--- src/rtl/udp_tx_arb_pkg.sv ---
// Shared types and constants for the two-channel UDP TX arbiter.
package udp_tx_arb_pkg;

   localparam int DATA_W = 64;
   localparam int KEEP_W = 8;
   localparam int USER_W = 32;
   localparam int LEN_W  = 16;

   localparam logic CH0 = 1'b0;
   localparam logic CH1 = 1'b1;

   typedef enum logic [1:0] {
      ST_IDLE = 2'd0,
      ST_WAIT = 2'd1,
      ST_XFER = 2'd2,
      ST_GAP  = 2'd3
   } arb_state_t;

   // Downstream user word: channel id in bit 16, payload length below it.
   function automatic logic [USER_W-1:0] make_user(input logic ch, input logic [LEN_W-1:0] len);
      return {15'd0, ch, len};
   endfunction

endpackage

--- src/rtl/udp_tx_arb2_rr.sv ---
// Combinational two-way round-robin picker; the pointer lives in the parent.
module udp_rr_arb2
   import udp_tx_arb_pkg::*;
(
   input  logic [1:0] req_i,
   input  logic       last_served_i,
   output logic       winner_o,
   output logic       any_req_o
);

   // Single requester wins; on contention the channel not served last wins.
   always_comb begin
      any_req_o = |req_i;
      if (req_i == 2'b11) begin
         winner_o = ~last_served_i;
      end else if (req_i[1]) begin
         winner_o = CH1;
      end else begin
         winner_o = CH0;
      end
   end

endmodule

--- src/rtl/udp_tx_arb2.sv ---
// Packet-granular round-robin arbiter sharing one UDP TX stream between two sources.
module udp_tx_arb2
   import udp_tx_arb_pkg::*;
#(
   parameter logic [15:0] P_START_TIMEOUT = 16'd256,
   parameter logic [7:0]  P_IFG           = 8'd2
) (
   input  logic              i_clk,
   input  logic              i_rst,
   input  logic              i_udp_tx_ready,
   input  logic              i_ch0_req,
   input  logic              i_ch1_req,
   output logic              o_ch0_grant,
   output logic              o_ch1_grant,
   input  logic [DATA_W-1:0] s_axis_ch0_data,
   input  logic [USER_W-1:0] s_axis_ch0_user,
   input  logic [KEEP_W-1:0] s_axis_ch0_keep,
   input  logic              s_axis_ch0_last,
   input  logic              s_axis_ch0_valid,
   input  logic [DATA_W-1:0] s_axis_ch1_data,
   input  logic [USER_W-1:0] s_axis_ch1_user,
   input  logic [KEEP_W-1:0] s_axis_ch1_keep,
   input  logic              s_axis_ch1_last,
   input  logic              s_axis_ch1_valid,
   output logic [DATA_W-1:0] m_axis_udp_data,
   output logic [USER_W-1:0] m_axis_udp_user,
   output logic [KEEP_W-1:0] m_axis_udp_keep,
   output logic              m_axis_udp_last,
   output logic              m_axis_udp_valid,
   output logic              o_timeout,
   output logic [15:0]       o_ch0_pkt_cnt,
   output logic [15:0]       o_ch1_pkt_cnt
);

   arb_state_t        state_q, state_d;
   logic [1:0]        grant_q, grant_d;
   logic              gch_q, gch_d;
   logic              last_served_q, last_served_d;
   logic [15:0]       timer_q, timer_d;
   logic [7:0]        gap_q, gap_d;
   logic [DATA_W-1:0] data_q, data_d;
   logic [USER_W-1:0] user_q, user_d;
   logic [KEEP_W-1:0] keep_q, keep_d;
   logic              last_q, last_d;
   logic              valid_q, valid_d;
   logic              timeout_q, timeout_d;
   logic [15:0]       cnt0_q, cnt0_d;
   logic [15:0]       cnt1_q, cnt1_d;

   logic              rr_winner_s;
   logic              rr_any_s;
   logic              sel_req_s;
   logic              sel_valid_s;
   logic              sel_last_s;
   logic [DATA_W-1:0] sel_data_s;
   logic [KEEP_W-1:0] sel_keep_s;
   logic [LEN_W-1:0]  sel_len_s;
   logic              unused_user_s;

   // Upper user bits carry nothing for this block.
   assign unused_user_s = ^{s_axis_ch0_user[31:16], s_axis_ch1_user[31:16]};

   udp_rr_arb2 u_rr (
      .req_i         ({i_ch1_req, i_ch0_req}),
      .last_served_i (last_served_q),
      .winner_o      (rr_winner_s),
      .any_req_o     (rr_any_s)
   );

   // Route the granted channel's stream and request to the FSM.
   always_comb begin
      if (gch_q == CH1) begin
         sel_req_s   = i_ch1_req;
         sel_valid_s = s_axis_ch1_valid;
         sel_last_s  = s_axis_ch1_last;
         sel_data_s  = s_axis_ch1_data;
         sel_keep_s  = s_axis_ch1_keep;
         sel_len_s   = s_axis_ch1_user[15:0];
      end else begin
         sel_req_s   = i_ch0_req;
         sel_valid_s = s_axis_ch0_valid;
         sel_last_s  = s_axis_ch0_last;
         sel_data_s  = s_axis_ch0_data;
         sel_keep_s  = s_axis_ch0_keep;
         sel_len_s   = s_axis_ch0_user[15:0];
      end
   end

   // Next-state logic: arbitration, start timeout, beat forwarding and inter-packet gap.
   always_comb begin
      state_d       = state_q;
      grant_d       = grant_q;
      gch_d         = gch_q;
      last_served_d = last_served_q;
      timer_d       = timer_q;
      gap_d         = gap_q;
      data_d        = data_q;
      user_d        = user_q;
      keep_d        = keep_q;
      last_d        = 1'b0;
      valid_d       = 1'b0;
      timeout_d     = 1'b0;
      cnt0_d        = cnt0_q;
      cnt1_d        = cnt1_q;

      case (state_q)
         ST_IDLE: begin
            if (i_udp_tx_ready && rr_any_s) begin
               gch_d   = rr_winner_s;
               grant_d = (rr_winner_s == CH1) ? 2'b10 : 2'b01;
               timer_d = 16'd0;
               state_d = ST_WAIT;
            end else begin
               state_d = ST_IDLE;
            end
         end
         ST_WAIT, ST_XFER: begin
            if (sel_valid_s) begin
               valid_d = 1'b1;
               data_d  = sel_data_s;
               keep_d  = sel_keep_s;
               last_d  = sel_last_s;
               if (state_q == ST_WAIT) begin
                  user_d = make_user(gch_q, sel_len_s);
               end else begin
                  user_d = user_q;
               end
               if (sel_last_s) begin
                  grant_d       = 2'b00;
                  last_served_d = gch_q;
                  gap_d         = 8'd0;
                  state_d       = ST_GAP;
                  if (gch_q == CH1) begin
                     cnt1_d = cnt1_q + 16'd1;
                  end else begin
                     cnt0_d = cnt0_q + 16'd1;
                  end
               end else begin
                  state_d = ST_XFER;
               end
            end else if (state_q == ST_XFER) begin
               state_d = ST_XFER;
            end else if (!sel_req_s) begin
               // Request withdrawn before the first beat: pointer stays put.
               grant_d = 2'b00;
               state_d = ST_IDLE;
            end else if (timer_q == (P_START_TIMEOUT - 16'd1)) begin
               // Stalled start: revoke and treat the channel as served.
               grant_d       = 2'b00;
               timeout_d     = 1'b1;
               last_served_d = gch_q;
               state_d       = ST_IDLE;
            end else begin
               timer_d = timer_q + 16'd1;
            end
         end
         ST_GAP: begin
            if (gap_q == (P_IFG - 8'd1)) begin
               state_d = ST_IDLE;
            end else begin
               gap_d = gap_q + 8'd1;
            end
         end
         default: begin
            grant_d = 2'b00;
            state_d = ST_IDLE;
         end
      endcase
   end

   // State and output registers with synchronous reset.
   always_ff @(posedge i_clk) begin
      if (i_rst) begin
         state_q       <= ST_IDLE;
         grant_q       <= 2'b00;
         gch_q         <= CH0;
         last_served_q <= CH1;
         timer_q       <= 16'd0;
         gap_q         <= 8'd0;
         data_q        <= '0;
         user_q        <= '0;
         keep_q        <= '0;
         last_q        <= 1'b0;
         valid_q       <= 1'b0;
         timeout_q     <= 1'b0;
         cnt0_q        <= 16'd0;
         cnt1_q        <= 16'd0;
      end else begin
         state_q       <= state_d;
         grant_q       <= grant_d;
         gch_q         <= gch_d;
         last_served_q <= last_served_d;
         timer_q       <= timer_d;
         gap_q         <= gap_d;
         data_q        <= data_d;
         user_q        <= user_d;
         keep_q        <= keep_d;
         last_q        <= last_d;
         valid_q       <= valid_d;
         timeout_q     <= timeout_d;
         cnt0_q        <= cnt0_d;
         cnt1_q        <= cnt1_d;
      end
   end

   assign o_ch0_grant      = grant_q[0];
   assign o_ch1_grant      = grant_q[1];
   assign m_axis_udp_data  = data_q;
   assign m_axis_udp_user  = user_q;
   assign m_axis_udp_keep  = keep_q;
   assign m_axis_udp_last  = last_q;
   assign m_axis_udp_valid = valid_q;
   assign o_timeout        = timeout_q;
   assign o_ch0_pkt_cnt    = cnt0_q;
   assign o_ch1_pkt_cnt    = cnt1_q;

endmodule

--- config.mk ---
export PLATFORM = sky130hd
export DESIGN_NAME = udp_tx_arb2
export DESIGN_NICKNAME = d
export VERILOG_FILES = /design/src/rtl/udp_tx_arb_pkg.sv /design/src/rtl/udp_tx_arb2_rr.sv /design/src/rtl/udp_tx_arb2.sv
export SDC_FILE = /design/constraint.sdc
export NUM_CORES = 1
export LEC_CHECK = 0
export CAP_MARGIN = 20
export CORE_MARGIN = 2
export CORE_UTILIZATION = 39
export CTS_BUF_LIST = sky130_fd_sc_hd__clkbuf_8
export DETAILED_ROUTE_END_ITERATION = 10
export PLACE_DENSITY = 0.83
export SYNTH_ARGS = -nofsm -noshare
export SYNTH_HDL_FRONTEND = slang
export SYNTH_SLANG_ARGS = --single-unit
--- constraint.sdc ---
create_clock -name i_clk -period 2.7 [get_ports i_clk]
set_input_delay 0.675 -clock i_clk [delete_from_list [all_inputs] [get_ports i_clk]]
set_output_delay 0.675 -clock i_clk [all_outputs]
set_load 0.01 [all_outputs]
[After elaboration in Yosys (flattened, before gate mapping)]
Index checks and enable logic that the tools add are counted.
Storage, ports and cells
  logic and storage cells: 104
  output and inout bits: 141
  bits of input ports: 217
  flip-flop bits (word level): 154
Operators by class
  eq/ne operators: 21
  bitwise operators: 5
  reductions and logical operators: 21
  add/subtract/negate cells: 4
  mux-type cells: 39
Operators by type and width (number)
  2-to-1 mux 16 bit: 6
  2-to-1 mux 64 bit: 1
  adder 16 x 1 -> 16 bit, second input constant: 3
  2-to-1 mux 8 bit: 4
  case mux 16 bit (2 select lines): 1
  2-to-1 mux 2 bit: 10
  != test 2 bit, second input constant: 10
  equality test 16 x 8 -> 1 bit, second input constant: 1
  case mux 8 bit (2 select lines): 1
  2-to-1 mux 1 bit: 14
  AND reduction 4 bit: 3
  AND reduction 5 bit: 2
  adder 8 x 1 -> 8 bit, second input constant: 1
  equality test 8 x 1 -> 1 bit, second input constant: 1
  nonzero test 2 bit: 4
  equality test 2 bit, second input constant: 3
  != test 3 bit, second input constant: 2
  case mux 2 bit (3 select lines): 1
  AND reduction 2 bit: 3
  AND reduction 6 bit: 1
  OR reduction 2 bit: 3
  != test 5 bit, second input constant: 1
  NOT 1 bit: 5
  OR reduction 5 bit: 1
  8 further kinds: 8

[Depth between registers and ports, before layout]
Gate-level depths: netlist of the first run.
  word-level depth: 6
  gate-level depth with buffers: 8
  depth with buffers taken out: 7

[Hierarchy]
From an unflattened synthesis of the first run, not the netlist that was laid out.
Second synthesis, totals
  cell total of the unflattened synthesis: 788
  area total of the unflattened synthesis: 7158.1 um^2
Modules (own cells, without submodules)
  udp_tx_arb2: area each 7144.4 um^2, sequential area each 3083.0 um^2, cells an instance 786, times used 1
  udp_rr_arb2: area each 13.8 um^2, sequential area each 0.0 um^2, cells an instance 2, times used 1

[Least setup slack after synthesis of the first run]
Ideal clock, no wire load.
  path kind: register to register
  start: register state_q[0]
  end: register cnt1_q[15] (netlist: o_ch1_pkt_cnt[15])
  period minus slack after synthesis: 2145 ps
  buffers on the path: 1
  cell stages (with the launch flop): 9
  data required time: 2572 ps
  arrival time: 2018 ps
  library setup time: 128 ps
  setup slack: 555 ps
  path through: dfxtp_1 > inv_1 > ha_1 > buf_2 > nand4_1 > or3_1 > or4_1 > xor2_1 > nor2_1
On the way
  longest elaborated chain between the ends: 3
  elaborated cells on any way between the ends: 4
  classes of those cells: 2 x eq/ne; 2 x reduce/logical
Ends and longest elaborated chain
  start: declaration: RTL line udp_tx_arb2.sv:35  | arb_state_t state_q, state_d;
  start signal: assignment: RTL line udp_tx_arb2.sv:189  | state_q <= state_d;
  equality test 2 x 1 -> 1 bit or equality test 2 bit (tied branches): RTL line udp_tx_arb2.sv:106  | case (state_q)
  OR reduction 2 bit (*): RTL line udp_tx_arb2.sv:106
  AND reduction 4 bit (no source line) (*)
  end signal: assignment: RTL line udp_tx_arb2.sv:202  | cnt1_q <= cnt1_d;
  end: declaration: RTL line udp_tx_arb2.sv:48  | logic [15:0] cnt1_q, cnt1_d;
Every way passes the cells marked *; elsewhere a longest branch is shown, timed or not.
A chain may end at the register's enable or synchronous reset.

[Worst setup path in the final report of the first run]
  start: register state_q[1]
  end: register timer_q[12]
On the way
  longest elaborated chain between the ends: 4
  elaborated cells on any way between the ends: 12
  classes of those cells: 7 x eq/ne; 1 x mux; 4 x reduce/logical
Ends and longest elaborated chain
  equality test 2 x 1 -> 1 bit or equality test 2 bit (tied branches): RTL line udp_tx_arb2.sv:106, udp_tx_arb2.sv:141
  OR reduction 2 bit: RTL line udp_tx_arb2.sv:106
  != test 2 bit (no source line) or nonzero test 2 bit (tied branches)
  AND reduction 6 bit (no source line)
  end signal: assignment: RTL line udp_tx_arb2.sv:193  | timer_q <= timer_d;
  end: declaration: RTL line udp_tx_arb2.sv:39  | logic [15:0] timer_q, timer_d;
Parallel ways exist; a longest one is shown, timed or not.

==> results.md, run 1 <==
- GRT overflow: 0
- Worst setup path start: state_q[1]
- Core Region: 18,000 sq um
- Setup Skew: between 10 and 15 ps
- FF+latch area: 3090 sq um
- Achievable frequency: 432 MHz
- Vias in the first global route: about 6,800
- Worst Path Arrival: around 2700 ps
- Fillers: 1,524
- Multi-input logic area: approximately 3800 sq um
- Crit. End Element: flop
- Post-synth EDFFs: 0
- Top_reg_cell synth: dfxtp_1
- CP Class: flop to flop
- Netlist cell types: between 50 and 60
- Most frequent cells after synthesis: 154 x dfxtp_1, 129 x nor2_1, 92 x mux2i_1, 91 x a211oi_1, 44 x clkbuf_1
- Slew Viols, Final: 0
- RSZ-0062 raised after global routing: no
- Final hold viol count: 0
- Die W: 140 um
- Mapped cell area: 7210 sq um
- Dpl hpwl: around 16,000 um
- Slew @ Worst Pin: slightly above 700 ps
- DR vias: 6,948
- Post-Route WL: 21,500 um
- Setup Total Neg Slack: 0 ps
- Rel. slew slack: between 50% and 60%
- Sequential area share after synthesis: 42.8%
- Placer Congestion: ~0.87
- Reg power frac: approximately half
- Design Power: roughly 0.005 W
- Avg Cell Area, Syn: about 9 sq um
- Fraction of registers with async set/reset: 0%
- Tcrit/Tclk final: 85.8%
- IO Count: around 360
- Clock slew at reported path FFs: roughly 90 ps
- DRC: 0
- Port bufs: 310
- First-pass GRT wire length: around 34,000 um
- Switch share: between 20% and 30%
- Register bit count reported by yosys: 154
- Leak pwr: ~3.7 nW
- Die Footprint: about 20,000 sq um
- Drt pass-1 iters: 5
- Clock Latency Late Sink: approximately 430 ps
- Outcome: completed
- Final nets: 1,316
- Cell count of the worst reg-to-reg path: 7
- Area Overhead vs Synth: 52.0%
- Area contributors post-synth: dfxtp_1 43%, mux2i_1 13%, a211oi_1 9.5%, nor2_1 6.7%, clkbuf_1 2.3%
- Cell taking the most area after synthesis: dfxtp_1
- Clock sinks: ~150
- CTS buffer count: 17
- Post-DR vias/cell: 5.21
- Initial drt markers: approximately 280
- R2R Setup Slk: 380 ps
- Reg2reg start: state_q[1]
- Switching pwr: between 0.001 and 0.0015 W
- Clk buf depth: 2
- VDD IR max: 0.309 mV
- Post-CTS Setup Inserts: 0
- Hold depth: 2
- # setup viols final: 0
- Pin count of the biggest net entering global routing: ~140
- Post-synth top area share: a little over two fifths
- Routed len/inst: around 16 um
- Post-cts resize count: 0
- Initial antenna violation count: 2
- Antenna-violating nets left: 0
- Critical R2R Capture: timer_q[12]
- Htree depth: 4
- Combinational share of power: 15.6%
- CTS tree: done
- Cell count after synthesis: approximately 800
- Top-count cell post-synth: dfxtp_1
- Initial Utilization: 40.0%
- Internal power: between 0.003 and 0.004 W
- Clk pwr share: around 36%
- Ratio of cells with drive above 1 in the final layout: 5.71%
- Hold Buf Count CTS: 0
- Critical Path RT: about 3100 ps
- CP max FO: 9
- HP Class: flop to flop
- Tmin final: between 2000 and 2500 ps
- Clk root buf: clkbuf_8
- Yosys warning total: 0
- Worst hold path endpoint: grant_q[0]
- Total track usage: a little over a fifth
- CP startpoint kind: flop
- Hold WS: ~490 ps
- Die Ht: ~140 um
- Pwr per Cell Area: between 400 and 500 nW/um^2
- Max-cap violations: 0
- # rows: 49
- Worst Hold Launch: grant_q[0]
routing by layer:
metal	vias up	global-route usage [%]	wire, um
met2	225	37.9	10800
li1	3455	-	-
met4	2	6.37	451
met1	3236	24.8	8630
met5	-	0	10
met3	30	7.93	1560
power groups by stage:
stage               Sequential [W]  Clock [W]  Combinational, W
floorplan                  0.00242          0          0.000301
detailed placement         0.00240          0          0.000759
finish                     0.00235    0.00177          0.000760
CTS                        0.00235    0.00183          0.000764
global route               0.00235    0.00192          0.000824
global placement           0.00240          0          0.000750
worst max path at each step:
stage	end	cells after the start
floorplan	o_ch1_pkt_cnt[15]	8
global placement	o_ch0_pkt_cnt[15]	7
detailed placement	timer_q[12]	6
CTS	o_ch0_pkt_cnt[5]	7
global route	o_ch0_pkt_cnt[15]	8
finish	timer_q[12]	7
critical path: stages (launching register included):
cell and delay (ps):
dfxtp_1 390, inv_1 80, ha_1 310, inv_1 160, o21a_1 270, or3_1 390, or4_1 500, a21oi_1 150
metrics by stage:
| stage | area, sq um | std cells | worst slack, ps | util (%) |
|---|---|---|---|---|
| CTS | 11000 | 1332 | 363 | 60.8 |
| floorplan | 7260 | 811 | 555 | - |
| global placement | 10600 | 1300 | 39.2 | 58.5 |
| global route | 11000 | 1333 | 146 | 60.8 |
| finish | 11000 | 1333 | 384 | 60.8 |
| detailed placement | 10600 | 1300 | 20.8 | 58.5 |
state kept, by name, indices dropped and copies added (netlist names):
register / flops
m_axis_udp_data: 64
timer_q: 16
o_timeout: 1
gch_q: 1
state_q: 2
o_ch0_pkt_cnt: 16
m_axis_udp_last: 1
m_axis_udp_keep: 8
m_axis_udp_valid: 1
gap_q: 8
m_axis_udp_user: 17
grant_q: 2
o_ch1_pkt_cnt: 16
last_served_q: 1
cell usage in the layout, fill, tap and decap left out, drive strengths merged, types with 6 or more instances in the layout:
cell,count
nor2,129
nand3,22
buf,22
mux2i,92
clkbuf,19
a21oi,22
or3,10
conb,15
xnor2,11
ha,9
and3,13
o21ai,22
a211oi,91
clkinv,7
nand2,27
xor2,17
dfxtp,154
and4,8
nand4,17
clkdlybuf4s50,309
and2,6
inv,16
nor3,10
cell type report:
type / count / area share (%)
flip-flops and latches: 154 / 28.2
inverters: 13 / 0.445
repair buffers: 331 / 30.4
diodes: 1 / 0.0228
clock buffers: 19 / 2.39
clock inverters: 13 / 1.28
well taps: 229 / 2.62
multi-input cells: 573 / 34.6
kinds of logic after synthesis:
family	after synthesis	synth area share [%]
buf+inv	84	5.31
xor+xnor	28	3.40
simple gates	262	17.7
fa+ha+maj	9	1.56
other cells	1	0.0520
compound gates	166	16.3
mux	93	12.9
flops	154	42.8
(Power assumes the default switching activity.)
==> inputs of run 2 (changes only) <==
- RECOVER_POWER: default -> 25
==> run 2 against run 1 <==
Effect of this change:
- clock power about the same
- worst setup slack got worse by 120 ps
- count of clock-buffer cells in the layout unchanged
- register-to-register slack about the same
- highest routed layer unchanged
- via count about the same
- maximum frequency decreased by 5.1%
- critical endpoint is now m_axis_udp_data[25]
- flip-flop and latch count unchanged
- clock skew increased by 0.92 ps
- die area unchanged
==> results.md, run 2 (synthesis results as in run 1) <==
- Initial Utilization: approximately two fifths
- Htree depth: 4
- Setup Total Neg Slack: 0 ps
- IO Count: 358
- Vias in the first global route: ~6,800
- Antenna-violating nets left: 0
- Hold Buf Count CTS: 0
- Worst Path Arrival: between 2000 and 3000 ps
- Outcome: completed
- Die Footprint: between 15,000 and 20,000 sq um
- Placer Congestion: 0.869
- Pre-CTS WS: a little over 20 ps
- Rel. slew slack: 51.7%
- Drt pass-1 iters: 4
- CP startpoint kind: input pin
- Tmin final: approximately 2400 ps
- First-pass GRT wire length: 34,300 um
- Ratio of cells with drive above 1 in the final layout: ~5.3%
- Post-DR vias/cell: 5.21
- Port bufs: 310
- Post-cts resize count: 0
- Achievable frequency: 410 MHz
- Clk buf depth: 2
- Final nets: ~1,300
- Reg2reg start: state_q[1]
- Final non-filler cell total: roughly 1,300
- CTS tree: done
- Post-Route WL: between 20,000 and 25,000 um
- Pwr per Cell Area: 446 nW/um^2
- Critical R2R Capture: o_ch1_pkt_cnt[15]
- # rows: 49
- GRT overflow: 0
- CP Class: input pin to flop
- Routed len/inst: roughly 16 um
- VDD IR max: a little over 0.3 mV
- Die Ht: 140 um
- Cell count of the worst reg-to-reg path: 8
- CTS buffer count: 17
- Tcrit/Tclk final: roughly nine tenths
- Most common cell after layout, fill and taps aside: clkdlybuf4s50_1
- Fin worst setup slack: 259 ps
- Slew @ Worst Pin: between 700 and 800 ps
- Clock Latency Late Sink: 440 ps
- Worst Hold Launch: grant_q[0]
- Clock sinks: roughly 150
- Worst hold path endpoint: grant_q[0]
- # setup viols final: 0
- Commonest non-fill, non-tap cells in the layout: 301 x clkdlybuf4s50_1, 153 x dfxtp_1, 129 x nor2_1
- Post-Route Utilization: about 60%
- Initial drt markers: approximately 310
- RSZ-0062 raised after global routing: no
- Final hold viol count: 0
- Design Power: roughly 0.0049 W
- Clk root buf: clkbuf_8
- DRC: 0
- CP max FO: 50
- Post-CTS Setup Inserts: 0
- Die W: ~140 um
- Total track usage: between 20% and 30%
- Max FFs per register: 64
- Slew Viols, Final: 0
- Setup Skew: 13.5 ps
- Core Region: 18,000 sq um
- Critical Path RT: 3040 ps
- DR vias: just under 7,000
- Crit. End Element: flop
- Dpl hpwl: roughly 16,000 um
- Area Overhead vs Synth: 51.6%
- Pin count of the biggest net entering global routing: 143
- HP Class: flop to flop
- Placed Cells: 1,300
- Clock slew at reported path FFs: 90 ps
- Initial antenna violation count: 2
- R2R Setup Slk: 390 ps
- Leak pwr: roughly 3.7 nW
- Max-cap violations: 0
- Hold depth: 2
## run 2: changes by cell type in the layout (fill, tap and decap cells not counted), sizes merged
cell / previous run / this run
buf: 22 / 18
clkdlybuf4s50: 309 / 301
clkbuf: 19 / 23
dlygate4sd3: 0 / 8
## run 2: worst max-delay path: stages
cell and delay [ps]:
dlygate4sd3_1 610, buf_4 150, mux2_1 200, and2_1 540, buf_12 300, nor2_1 70
a211oi_1 220
## run 2: report_power, final
group          internal (W)  leakage, nW  switching, W  total, W
sequential          0.00232         1.25     0.0000281   0.00235
combinational      0.000447         2.22      0.000309  0.000757
clock              0.000878        0.207      0.000891   0.00177
## run 2: how the worst max path moves through the flow
stage                     cells after the start                  end        startpoint
after floorplan                               8    o_ch1_pkt_cnt[15]        state_q[0]
after global placement                        7    o_ch0_pkt_cnt[15]  s_axis_ch0_valid
after detailed placement                      6          timer_q[12]  s_axis_ch1_valid
after CTS                                     7     o_ch0_pkt_cnt[5]        state_q[1]
after global routing                          7   m_axis_udp_data[8]  s_axis_ch0_valid
final                                         7  m_axis_udp_data[25]  s_axis_ch0_valid
## run 2: per-layer routing
layer / wire (um) / GRT usage (%) / vias up
li1: - / - / 3456
met1: 8560 / 24.8 / 3233
met2: 10800 / 37.9 / 223
met3: 1590 / 7.93 / 32
met4: 458 / 6.37 / 2
met5: 10 / 0 / -
## run 2: final cells by class
cell class | instances | area (sq um)
diodes | 1 | 2.50
clock buffers | 19 | 262
clock inverters | 13 | 140
fillers | 1531 | 7100
inverters | 13 | 48.8
multi-input cells | 573 | 3790
flip-flops and latches | 154 | 3090
well taps | 229 | 287
repair buffers | 331 | 3310
## run 2: through the flow
stage | cell area [sq um] | hold WS, ps
after floorplan | 7260 | 458
after global placement | 10600 | 463
after detailed placement | 10600 | 476
after CTS | 11000 | 497
after global routing | 10900 | 519
final | 10900 | 491
==> patch 1: new RTL, config.mk and constraints of run 2 <==
Set the package constant `KEEP_W` to 6 (it was 8).
--- a/src/rtl/udp_tx_arb_pkg.sv
+++ b/src/rtl/udp_tx_arb_pkg.sv
@@ -4,3 +4,3 @@
    localparam int DATA_W = 64;
-   localparam int KEEP_W = 8;
+   localparam int KEEP_W = 6;
    localparam int USER_W = 32;
Interface: changed (resized m_axis_udp_keep, s_axis_ch0_keep and s_axis_ch1_keep); port bits go from 358 to 352. No check against the original RTL was run, so the function may have changed too.
==> patch 1 against run 2 <==
Synthesized area down 1.4%; largest power group unchanged; sequential cell count down 2; cell area down 2.3%; wire length up 1.2%; core utilization down 0.98 points; total power down 1.3%; worst setup slack worse by 44 ps.
==> patch 1: results (changes against run 2) <==
| Metric | Value |
|---|---|
| Status | `complete, no violations` |
| Post-synthesis sequential area ratio | `42.8% (about the same)` |
| Highest routed layer | `met4` |
| Register Area | `3050 um^2 (-1.3%)` |
| Detailed placer's ending HPWL | `16000 um (+1.4%)` |
| Worst clock skew | `16.8 ps (+3.24 ps)` |
| CTS Sinks | `152 (-1.3%)` |
| Via count | `6788 (-2.3%)` |
| Min-delay src | `grant_q[1]$_SDFFE_PP0P_` |
| Synth cell types | `59 (+5.4%)` |
| Clock network power share | `36.9% (+0.6 points)` |
| Synthesized instance count | `774 (-2.9%)` |
| Filler Cells Inserted | `1554 (+1.5%)` |
| Top post-synthesis cells by area | `dfxtp_1, mux2i_1, a211oi_1` |
| DR WL met3 | `1740 um (+9.1%)` |
| Vias in the first global route | `6496 (-4.6%)` |
| CP arrival | `2860 ps (+80 ps)` |
| Routed wire per std cell | `16.6 um (+3.4%)` |
| Multi-In Gates | `560 (-2.3%)` |
| Input/output buffers | `304 (-1.9%)` |
| Ant. Diodes | `2 (+1)` |
| Resized Gates After CTS | `0 (unchanged)` |
| Largest net degree at the start of global routing | `89 (-38%)` |
| Initial antenna violation count | `3 (+1)` |
| Comb pwr share | `15.0% (-0.5 points)` |
| Adder-Cell Fraction of Synth Area | `1.58% (+0.022 points)` |
| Final Non-Filler Cells | `1304 (-2.2%)` |
| Met2 Wirelength | `10500 um (-2.3%)` |
| RR Endpoint | `timer_q[11]$_SDFFE_PP0P_` |
| Worst reg-to-reg setup slack | `210 ps (-180 ps)` |
| CP max FO | `13 (-74%)` |
| Setup crit start | `state_q[0]$_SDFFE_PP0P_` |
| Final clock-cell share | `3.72% (+0.039 points)` |
| Sw Pwr | `0.00121 W (-1.8%)` |
| Slew headroom | `49.1% (-2.6 points)` |
| WHS Path Cells | `1 (-1)` |
| Multiplexer area fraction after synthesis | `13.1% (+0.18 points)` |
| Hold path endpoint | `grant_q[1]$_SDFFE_PP0P_` |
| FF-to-FF path depth | `7 (-1)` |
| Xor and xnor area share after synthesis | `3.20% (-0.20 points)` |
| Invs w/o clock | `12 (-1)` |
| Clkbuf count | `20 (+1)` |
| Layout cells sized above 1 | `5.22% (-0.039 points)` |
| DR pass1 iterations | `6 (+2)` |
| Pre-CTS WS | `127 ps (+106 ps)` |
| Placer Congestion | `0.856 (-1.5%)` |
| Non-CTS buffers | `318 (-3.9%)` |
| First-pass GRT wire length | `33900 um (-1.2%)` |
| Bufs on Longest Clock Path | `2 (unchanged)` |
| Non-clock buffer share of cell area | `29.6% (-0.69 points)` |
| Tot GR Track Use | `21.8% (+0.15 points)` |
| Iteration-0 DRC Markers | `341 (+10%)` |
| Net Sw Frac | `25.1% (-0.13 points)` |
| Largest register FFs | `64 (unchanged)` |
| Met1 WL | `8750 um (+2.2%)` |
| VDD IR max | `0.283 mV (-8.4%)` |
| Top post-synthesis cells by count | `dfxtp_1, nor2_1, mux2i_1` |
| Synth Area in Compound Gates | `16.3% (-0.017 points)` |
| Area of the multi-input gates | `3740 um^2 (-1.5%)` |
| Leak | `3.59 nW (-2.2%)` |
-- patch 1: how the worst max path moves through the flow --
stage	to	slack, ps
finish	timer_q[11]$_SDFFE_PP0P_	210
CTS	timer_q[11]$_SDFFE_PP0P_	250
floorplan	o_ch1_pkt_cnt[15]$_SDFFE_PP0P_	710
detailed placement	timer_q[11]$_SDFFE_PP0P_	130
global route	timer_q[11]$_SDFFE_PP0P_	30
global placement	timer_q[11]$_SDFFE_PP0P_	170
-- patch 1: critical path, cell delays in order, from the launching register on --
cell and delay (ps):
dfxtp_1 380, inv_1 80, ha_1 550, inv_1 110, o21ai_1 430, nand4_2 330, or3_1 440, o211ai_1 90
-- patch 1: metrics by stage --
stage               hold slack [ps]  instance area, um^2
global route                    498                10700
finish                          480                10700
detailed placement              476                10300
CTS                             495                10700
global placement                469                10300
floorplan                       447                 7160
-- patch 1: per-layer routing --
metal,track usage (%),vias to the layer above
li1,-,3384
met1,25.6,3136
met2,36.7,234
met3,7.53,34
met4,8.72,0
met5,0,-
==> patch 2: new RTL, flow settings as in run 2 <==
Without the edit above. Register the output `o_ch1_pkt_cnt` once more, without a reset; this adds one clock of latency there. The other outputs are not delayed to match.
--- a/src/rtl/udp_tx_arb2.sv
+++ b/src/rtl/udp_tx_arb2.sv
@@ -214,3 +214,5 @@
    assign o_ch0_pkt_cnt    = cnt0_q;
-   assign o_ch1_pkt_cnt    = cnt1_q;
+   always_ff @(posedge i_clk) begin
+      o_ch1_pkt_cnt <= cnt1_q;
+   end
 
Check against the original RTL: not equivalent (Yosys sat finds a counterexample within 4 cycles, from zero or initial values and one cycle with i_rst high).
==> patch 2 against run 2 <==
Worst setup slack improved by 58 ps; core utilization is 0.67 points lower; sequential cell count is 16 higher; cell area rose by 3.3%; synthesized area up 4.6%; critical path type is now reg -> reg; largest cell class unchanged; total power rose by 12%; non-clock buffer count decreased by 3; wire length up 5.1%; combinational power increased by 18%; global-route usage increased by 0.20 points; first-iteration DRC count rose by 55%; sequential share of layout area increased by 1.9 points; die area rose by 4.5%.
==> patch 2: results (changes against run 2) <==
| Metric | Value |
|---|---|
| Multiplexer area fraction after synthesis | `12.4% (-0.57 points)` |
| Multi-In Gates | `578 (+0.87%)` |
| Largest net degree at the start of global routing | `63 (-56%)` |
| Post-synthesis sequential area ratio | `45.1% (+2.4 points)` |
| TritonCTS buffer count | `17 (unchanged)` |
| Met1 GRT Util | `26.4% (+1.6 points)` |
| Sequential portion of the cell area | `30.2% (+1.9 points)` |
| Sequential cell count | `170 (+10%)` |
| Synth Area per Inst | `9.26 um^2 (+2.4%)` |
| Worst slew pin tran | `829 ps (+104 ps)` |
| Highest routed layer | `met4` |
| VDD IR max | `0.378 mV (+22%)` |
| CP max-delay cell | `ha_1` |
| Top post-synthesis cells by count | `dfxtp_1, nor2_1, mux2i_1` |
| Top post-synthesis cells by area | `dfxtp_1, mux2i_1, a211oi_1` |
| Layout cells sized above 1 | `5.47% (+0.21 points)` |
| Finished Cell Area | `11300 um^2 (+3.3%)` |
| Via count | `7090 (+2.1%)` |
| Non-CTS buffers | `328 (-0.91%)` |
| Comb pwr share | `16.4% (+0.9 points)` |
| Detailed placer's ending HPWL | `16700 um (+6.0%)` |
| Vias in the first global route | `6712 (-1.5%)` |
| Tot GR Track Use | `21.9% (+0.20 points)` |
| Status | `complete, no violations` |
| Multi-input combinational area share | `33.8% (-0.90 points)` |
| Ys Warns | `0 (unchanged)` |
| Final clock-cell share | `3.90% (+0.23 points)` |
| Met1 WL | `9010 um (+5.3%)` |
| Iteration-0 DRC Markers | `480 (+55%)` |
| Leak | `4.02 nW (+9.5%)` |
| Comb pwr | `0.000893 W (+18%)` |
| Synth Area in Compound Gates | `15.2% (-1.1 points)` |
| DR pass1 iterations | `5 (+1)` |
| Grt met2 use | `35.8% (-2.1 points)` |
| CP max FO | `56 (+12%)` |
| Sw Pwr | `0.00160 W (+30%)` |
| Worst skew pair latency | `460 ps (+20 ps)` |
| Pre-CTS WS | `122 ps (+102 ps)` |
| Non-clock buffer share of cell area | `29.0% (-1.3 points)` |
| First-pass GRT wire length | `35600 um (+3.8%)` |
| Invs w/o clock | `7 (-6)` |
| Filler Cells Inserted | `1613 (+5.4%)` |
| Detailed-route wire length | `22500 um (+5.1%)` |
| CP arrival | `2770 ps (about the same)` |
| Met2 Wirelength | `11100 um (+2.8%)` |
| CP peak stage delay | `550 ps (-60 ps)` |
| Worst clock skew | `26.8 ps (+13.3 ps)` |
| GR met3 Demand/Resource | `8.58% (+0.65 points)` |
| Xor and xnor area share after synthesis | `3.72% (+0.31 points)` |
| Die area | `20500 um^2 (+4.5%)` |
| Clock Power | `0.00192 W (+8%)` |
| Placer Congestion | `0.858 (-1.2%)` |
| Initial antenna violation count | `1 (-1)` |
| Cells after DPL | `1343 (+3.3%)` |
| DR WL met3 | `1930 um (+21%)` |
| Clock-pin slew reported for the worst setup and hold paths after clock tree synthesis | `120 ps (+30 ps)` |
## patch 2: changes by cell type in the layout (fill, tap and decap cells not counted), sizes merged, moves of 6 or more
| cell | delta |
|---|---|
| dfxtp | +16 |
| xor2 | +6 |
| a21oi | -8 |
| dlygate4sd3 | +42 |
| clkdlybuf4s50 | -42 |
| or3 | -7 |
## patch 2: worst paths after layout
kind / cells past startpoint / slack, ps / start / end
max reg2reg: 7 / 320 / state_q[0]$_SDFFE_PP0P_ / m_axis_udp_data[32]$_SDFFE_PP0P_
max: 7 / 320 / state_q[0]$_SDFFE_PP0P_ / m_axis_udp_data[32]$_SDFFE_PP0P_
min: 0 / 380 / cnt1_q[15]$_SDFFE_PP0P_ / o_ch1_pkt_cnt[15]$_DFF_P_
min reg2reg: 0 / 380 / cnt1_q[15]$_SDFFE_PP0P_ / o_ch1_pkt_cnt[15]$_DFF_P_
